$ cat src/rtl/branch_resolve.sv
// EX-stage branch/jump resolution: evaluates the condition, computes the target,
// and runs the fetch-redirect handshake followed by a one-cycle front-end flush.
module branch_resolve #(
  parameter int XLEN = 32
) (
  input  logic            clk,
  input  logic            rst,
  input  logic            ex_valid,
  output logic            ex_ready,
  input  logic [2:0]      jump_i,
  input  logic            jalr_i,
  input  logic [XLEN-1:0] pc_i,
  input  logic [XLEN-1:0] rs1_i,
  input  logic [XLEN-1:0] rs2_i,
  input  logic [XLEN-1:0] imm_i,
  output logic            redirect_valid,
  input  logic            redirect_ready,
  output logic [XLEN-1:0] redirect_pc,
  output logic            flush_o,
  output logic            link_valid,
  output logic [XLEN-1:0] link_data,
  output logic            misalign_o,
  output logic [15:0]     taken_cnt
);

  typedef enum logic [1:0] {IDLE, REDIRECT, FLUSH} state_t;

  localparam logic [XLEN-1:0] BIT0_CLR = ~{{(XLEN-1){1'b0}}, 1'b1};

  state_t          state;
  logic            accept;
  logic            taken;
  logic            is_jump;
  logic [XLEN-1:0] target;

  assign ex_ready = (state == IDLE);
  assign accept   = ex_valid && ex_ready;
  assign is_jump  = (jump_i == 3'd7);

  always_comb begin
    taken = 1'b0;
    case (jump_i)
      3'd1:    taken = (rs1_i == rs2_i);
      3'd2:    taken = (rs1_i != rs2_i);
      3'd3:    taken = ($signed(rs1_i) <  $signed(rs2_i));
      3'd4:    taken = ($signed(rs1_i) >= $signed(rs2_i));
      3'd5:    taken = (rs1_i <  rs2_i);
      3'd6:    taken = (rs1_i >= rs2_i);
      3'd7:    taken = 1'b1;
      default: taken = 1'b0;
    endcase
  end

  // jalr reads rs1_i as presented, so rd==rs1 sees the pre-write value
  always_comb begin
    target = pc_i + imm_i;
    if (is_jump && jalr_i)
      target = (rs1_i + imm_i) & BIT0_CLR;
  end

  always_ff @(posedge clk) begin
    if (rst) begin
      state          <= IDLE;
      redirect_valid <= 1'b0;
      redirect_pc    <= '0;
      flush_o        <= 1'b0;
      link_valid     <= 1'b0;
      link_data      <= '0;
      misalign_o     <= 1'b0;
      taken_cnt      <= '0;
    end else begin
      link_valid <= 1'b0;
      misalign_o <= 1'b0;
      case (state)
        IDLE: begin
          if (accept && taken) begin
            if (target[1:0] == 2'b00) begin
              state          <= REDIRECT;
              redirect_valid <= 1'b1;
              flush_o        <= 1'b1;
              redirect_pc    <= target;
              taken_cnt      <= taken_cnt + 16'd1;
              if (is_jump) begin
                link_valid <= 1'b1;
                link_data  <= pc_i + XLEN'(4);
              end
            end else begin
              misalign_o <= 1'b1;
            end
          end
        end
        REDIRECT: begin
          if (redirect_ready) begin
            state          <= FLUSH;
            redirect_valid <= 1'b0;
          end
        end
        FLUSH: begin
          state   <= IDLE;
          flush_o <= 1'b0;
        end
        default: begin
          state          <= IDLE;
          redirect_valid <= 1'b0;
          flush_o        <= 1'b0;
        end
      endcase
    end
  end

endmodule

$ cat config.mk
export PLATFORM = sky130hd
export DESIGN_NAME = branch_resolve
export DESIGN_NICKNAME = d
export VERILOG_FILES = /design/src/rtl/branch_resolve.sv
export SDC_FILE = /design/constraint.sdc
export NUM_CORES = 1
export LEC_CHECK = 0
export CAP_MARGIN = 20
export CORE_MARGIN = 2
export CORE_UTILIZATION = 54
export DETAILED_ROUTE_END_ITERATION = 10
export PLACE_DENSITY = 0.86
export SETUP_SLACK_MARGIN = 0.2
export SYNTH_ARGS = -nofsm -noshare
export SYNTH_HDL_FRONTEND = slang
export SYNTH_SLANG_ARGS = --single-unit
$ cat constraint.sdc
create_clock -name clk -period 7.1 [get_ports clk]
set_input_delay 2.13 -clock clk [delete_from_list [all_inputs] [get_ports clk]]
set_output_delay 2.13 -clock clk [all_outputs]
set_load 0.02 [all_outputs]
* Word-level counts from Yosys, hierarchy flattened
Index checks and enable logic that the tools add are counted.
** Word-level totals
- Register bits :: 86
- Bits of input ports :: 136
- Output and inout bits :: 85
- Word-level logic and storage cells :: 60
** Cells by class
- Mux-type cells :: 13
- Magnitude comparators :: 4
- Equal/unequal tests :: 14
- Reductions and logical operators :: 12
- Add/sub/neg operators :: 4
- Bitwise gates (word level) :: 5
** Operators with widths (count)
- $add 32x32->32 :: 2
- $ge 32x32->1 :: 2
- $lt 32x32->1 :: 2
- $add 32x3->32 const B :: 1
- $eq 32x32->1 :: 1
- $mux 32 :: 1
- $ne 32x32->1 :: 1
- $add 16x1->16 const B :: 1
- $eq 3x3->1 const B :: 4
- $reduce_and 3->1 :: 3
- $reduce_and 4->1 :: 2
- $pmux 1 s7 :: 1
- $eq 3x2->1 const B :: 2
- $mux 2 :: 3
- $mux 1 :: 5
- $not 1->1 :: 5
- $logic_not 2->1 :: 2
- $ne 2x1->1 const B :: 2
- $pmux 2 s2 :: 1
- $reduce_or 4->1 :: 1
- $eq 3x1->1 const B :: 1
- $logic_and 1x1->1 :: 3
- $pmux 1 s3 :: 1
- $reduce_or 3->1 :: 1
- 4 further kinds :: 4

* Longest topological paths before layout
- Word-level depth :: 7
- Mapped depth :: 14
- Mapped depth without buffers :: 13

* Least setup slack after synthesis
Ideal clock, no wire load.
- Path type :: input to register
- Start :: in rs2_i[31]
- End :: reg taken_cnt[14]
- Data required time :: 6979 ps
- Slack :: 2297 ps
- Buffers on the path :: 1
- Arrival :: 4682 ps
- Library setup time :: 121 ps
- Stages :: 12
- Path through :: inv_1 -> ha_1 -> and4_1 -> a221oi_1 -> nand2_1 -> or2_1 -> a211o_1 -> nor2_1 -> buf_2 -> inv_1 -> nor3_1 -> mux2_2
** Between the ends
- Cells in the longest elaborated chain, start to end :: 4
- Elaborated cells between the ends (all ways) :: 9
- Those cells by class :: order compare: 4; eq/ne: 2; mux: 1; reduce/logical: 2
** RTL lines
- start: declaration :: line 14 : input logic [XLEN-1:0] rs2_i,
- $ge 32x32->1 (tied with other cells) :: line 48 : 3'd6: taken = (rs1_i >= rs2_i);
- $pmux 1 s7 (*) :: line 42 : case (jump_i)
- $logic_and 1x1->1 (*) :: line 76 : if (accept && taken) begin
- $reduce_and 3->1 (no source line) (*)
- end signal: assignment :: line 82 : taken_cnt <= taken_cnt + 16'd1;
- end: declaration :: line 23 : output logic [15:0] taken_cnt
Mark *: on every way between the ends. The rest lies on a longest branch, timed or not.
A chain may end at the register's enable or synchronous reset.

* Final worst setup path
- Start :: in rs1_i[31]
- End :: reg taken_cnt[14]
** Between the ends
- Cells in the longest elaborated chain, start to end :: 4
- Elaborated cells between the ends (all ways) :: 9
- Those cells by class :: order compare: 4; eq/ne: 2; mux: 1; reduce/logical: 2
** RTL lines
- start: declaration :: line 13 : input logic [XLEN-1:0] rs1_i,
- $ge 32x32->1 (tied with other cells) :: line 48
- $pmux 1 s7 (*) :: line 42
- $logic_and 1x1->1 (*) :: line 76
- $reduce_and 3->1 (no source line) (*)
Marks and branches as above.

==> flow_metrics.env <==
export IMPL_fill_cells=1201
export IMPL_cp_start_kind="input pin"
export IMPL_wl_per_cell_microns=17.95
export IMPL_synth_top_area_frac=0.2114
export IMPL_fin_area_sq_um=10810
export IMPL_fin_skew_ns=0.01055
export IMPL_synthDistinctLibCells=69
export IMPL_postSynthCellCount=1059
export IMPL_fin_util=0.7379
export IMPL_post_place_ws_ns=0.8867
export IMPL_grt_pass1_wl_mm=41.05
export IMPL_initial_core_util=0.5560
export IMPL_hold_viol=0
export IMPL_synth_compound_area_frac=0.2563
export IMPL_reg2regPathDepth=7
export IMPL_die_h_microns=126.8
export IMPL_worst_slew_pin_slew_ns=0.7132
export IMPL_cap_violations=0
export IMPL_power_density_nw_per_um2=152.0
export IMPL_crit_path_end_kind="register"
export IMPL_drive_gt1_frac=0.05155
export IMPL_synthMostInstantiatedCell="nor2_1"
export IMPL_yosys_area_share_adder=0.1509
export IMPL_min_delay_start="redirect_pc[28]$_SDFFE_PP0P_"
export IMPL_drtPass1Iterations=5
export IMPL_arrival_ns=6.16
export IMPL_dp_hpwl_mm=20.21
export IMPL_fin_nets=1489
export IMPL_layout_cells_non_filler=1445
export IMPL_place_area_sq_um=10460
export IMPL_num_rows=44
export IMPL_final_min_clock_period_ns=5.920
export IMPL_synth_top_cell_by_area="dfxtp_1"
export IMPL_antenna_found_initial=0
export IMPL_multi_input_area_sq_um=5995
export IMPL_crit_fanout=23
export IMPL_drt_wl_total_mm=25.94
export IMPL_setup_viol=0
export IMPL_synth_top_family_by_area="compound AO/OA/AOI/OAI gates"
export IMPL_htree_levels=3
export IMPL_cts_made_buffers=9
export IMPL_gp_congestion=0.9183
export IMPL_die_area_sq_um=16080
export IMPL_timing_rr_end="taken_cnt[14]$_SDFFE_PP0P_"
export IMPL_critPathRequiredTime_ns=7.34
export IMPL_hold_end="redirect_pc[28]$_SDFFE_PP0P_"
export IMPL_hold_depth=2
export IMPL_cts_tree="built"
export IMPL_ir_drop_uv=136.1
export IMPL_syn_area_sq_um=8143
export IMPL_synth_area_leaders="dfxtp_1 21%, ha_1 15%, nor2_1 5.6%, a21oi_1 5.2%, xor2_1 5.1%"
export IMPL_fmax_ghz=0.1689
export IMPL_max_clock_path_buffers=2
export IMPL_ys_ff_latch=86
export IMPL_status="finished clean"
export IMPL_syn_to_final_growth_pct=32.70
export IMPL_period_share=0.8338
export IMPL_synth_ff_type="dfxtp_1"
export IMPL_avgSynthCellArea_sq_um=7.689
export IMPL_yosysSeqAreaShare=0.2114
export IMPL_clock_latency_ns=0.36
export IMPL_core_area_sq_um=14640
export IMPL_setup_tns_ns=0
export IMPL_io_pins=221
export IMPL_synth_commonest_cells="122 x nor2_1, 95 x ha_1, 86 x dfxtp_1, 85 x a21oi_1, 71 x nand2_1"
export IMPL_critPathKind="in -> reg"
export IMPL_p_leak_nw=4.298
export IMPL_vias=8746
export IMPL_dp_cells=1428
export IMPL_postSynthNetCount=1292
export IMPL_seq_area_sq_um=1722
export IMPL_ctsResizeCount=0
export IMPL_drtIter0Drc=656
export IMPL_cp_startpoint="rs1_i[31]"
export IMPL_clkTransAtPathRegs_ns=0.07
export IMPL_viasPerCell=6.053
export IMPL_drc=0
export IMPL_rsz0062_at_grt="no"
export IMPL_die_x_microns=126.8
export IMPL_synth_edf_count=0
export IMPL_slew_violations=0
export IMPL_track_usage=0.3154
export IMPL_synth_mux_area_frac=0.01045
export IMPL_yosysWarningCount=0
export IMPL_ant_nets=0
export IMPL_grt_overflow=0
export IMPL_synth_xor_area_frac=0.09035
export IMPL_grt_max_degree=94
export IMPL_reg2reg_from="state[1]$_SDFFE_PP0P_"
export IMPL_synthArstFlopShare=0
export IMPL_root_buffer="clkbuf_16"
export IMPL_setup_ws_ns=1.180
export IMPL_post_cts_repair_setup_buffers=0
export IMPL_r2r_slack_ns=4.53
export IMPL_ctsHoldBuffers=0
export IMPL_cts_sinks=86
export IMPL_antenna_cells=0
export IMPL_hp_class="reg -> reg"
export IMPL_first_global_vias=8320
export IMPL_io_buffers=220
export IMPL_relSlewSlack=0.5195
export IMPL_yosys_area_share_simple=0.2266
## through the flow
stage | power [mW] | hold WS [ns]
floorplan | 0.8850 | 0.4412
global placement | 1.100 | 0.4549
CTS | 1.638 | 0.4719
global route | 1.725 | 0.4921
finish | 1.643 | 0.4657
detailed placement | 1.108 | 0.4626
## per-layer routing
layer	track usage	share of wire	vias up
li1	-	-	4258
met1	0.3887	0.41	4001
met2	0.5370	0.47	399
met3	0.05146	0.076	88
met4	0.1532	0.049	0
met5	0	0	-
## critical path, cell delays in order
cell             delay, ns
clkdlybuf4s50_1       0.45
ha_1                  0.44
and4_1                0.26
a221oi_1              0.62
nand2_1               0.21
or2_1                 0.31
a211o_1               0.37
nor2_4                0.52
inv_1                 0.25
nor3_1                0.25
mux2_2                0.35
## state kept, by name, summed over array words and instances (netlist names)
| name | flops |
|---|---|
| link_data | 32 |
| redirect_pc | 32 |
| taken_cnt | 16 |
| state | 2 |
| flush_o | 1 |
| link_valid | 1 |
| misalign_o | 1 |
| redirect_valid | 1 |
## cell type report
cell class / count / area share
clock buffers: 10 / 0.02119
clock inverters: 6 / 0.008569
inverters: 66 / 0.02293
flip-flops and latches: 86 / 0.1593
well taps: 184 / 0.02131
repair buffers: 226 / 0.2119
multi-input cells: 867 / 0.5548
## cells by family after synthesis
kind of cell | after synthesis
AND/OR/NAND/NOR | 379
AO/OA/AOI/OAI | 299
buffers and inverters | 106
adder cells (fa/ha/maj) | 97
flip-flops | 86
XOR/XNOR | 84
multiplexers | 8
## placed cells by master, fill, tap and decap left out, drive strengths merged, types with 3 or more instances in the layout
cell             n
nand4           23
and3            25
o211ai           4
and2             6
nor3            37
nor4            10
or2              4
xnor2           37
buf              7
xor2            47
nor2           122
nand3           34
ha              95
mux2             4
a211o            3
a211oi          53
nor3b            6
inv             68
a41oi            4
mux2i            4
dfxtp           86
o21ai           52
a21boi           3
a21oi           85
clkbuf          10
a311oi           5
clkdlybuf4s50  219
o311ai           3
nand2           71
and4             4
a31oi           15
o31a             5
or3              8
o31ai            6
o21a            11
o21bai           6
nand2b          11
a21o            20
nor2b           12
## how the worst max path moves through the flow
stage	endpoint	slack, ns	depth (start not counted)
2_1_floorplan	taken_cnt[14]$_SDFFE_PP0P_	2.30	12
3_3_place_gp	taken_cnt[14]$_SDFFE_PP0P_	1.07	12
3_5_place_dp	taken_cnt[14]$_SDFFE_PP0P_	0.89	11
4_1_cts	taken_cnt[14]$_SDFFE_PP0P_	1.23	11
5_1_grt	taken_cnt[14]$_SDFFE_PP0P_	0.96	11
6_report	taken_cnt[14]$_SDFFE_PP0P_	1.18	11
## power by group
group	total [mW]	leakage (nW)	internal (mW)	switching (mW)
Combinational	0.604	3.45	0.273	0.331
Clock	0.530	0.155	0.312	0.218
Sequential	0.509	0.695	0.498	0.0108
Note: power is estimated with default switching activity, not from simulation.
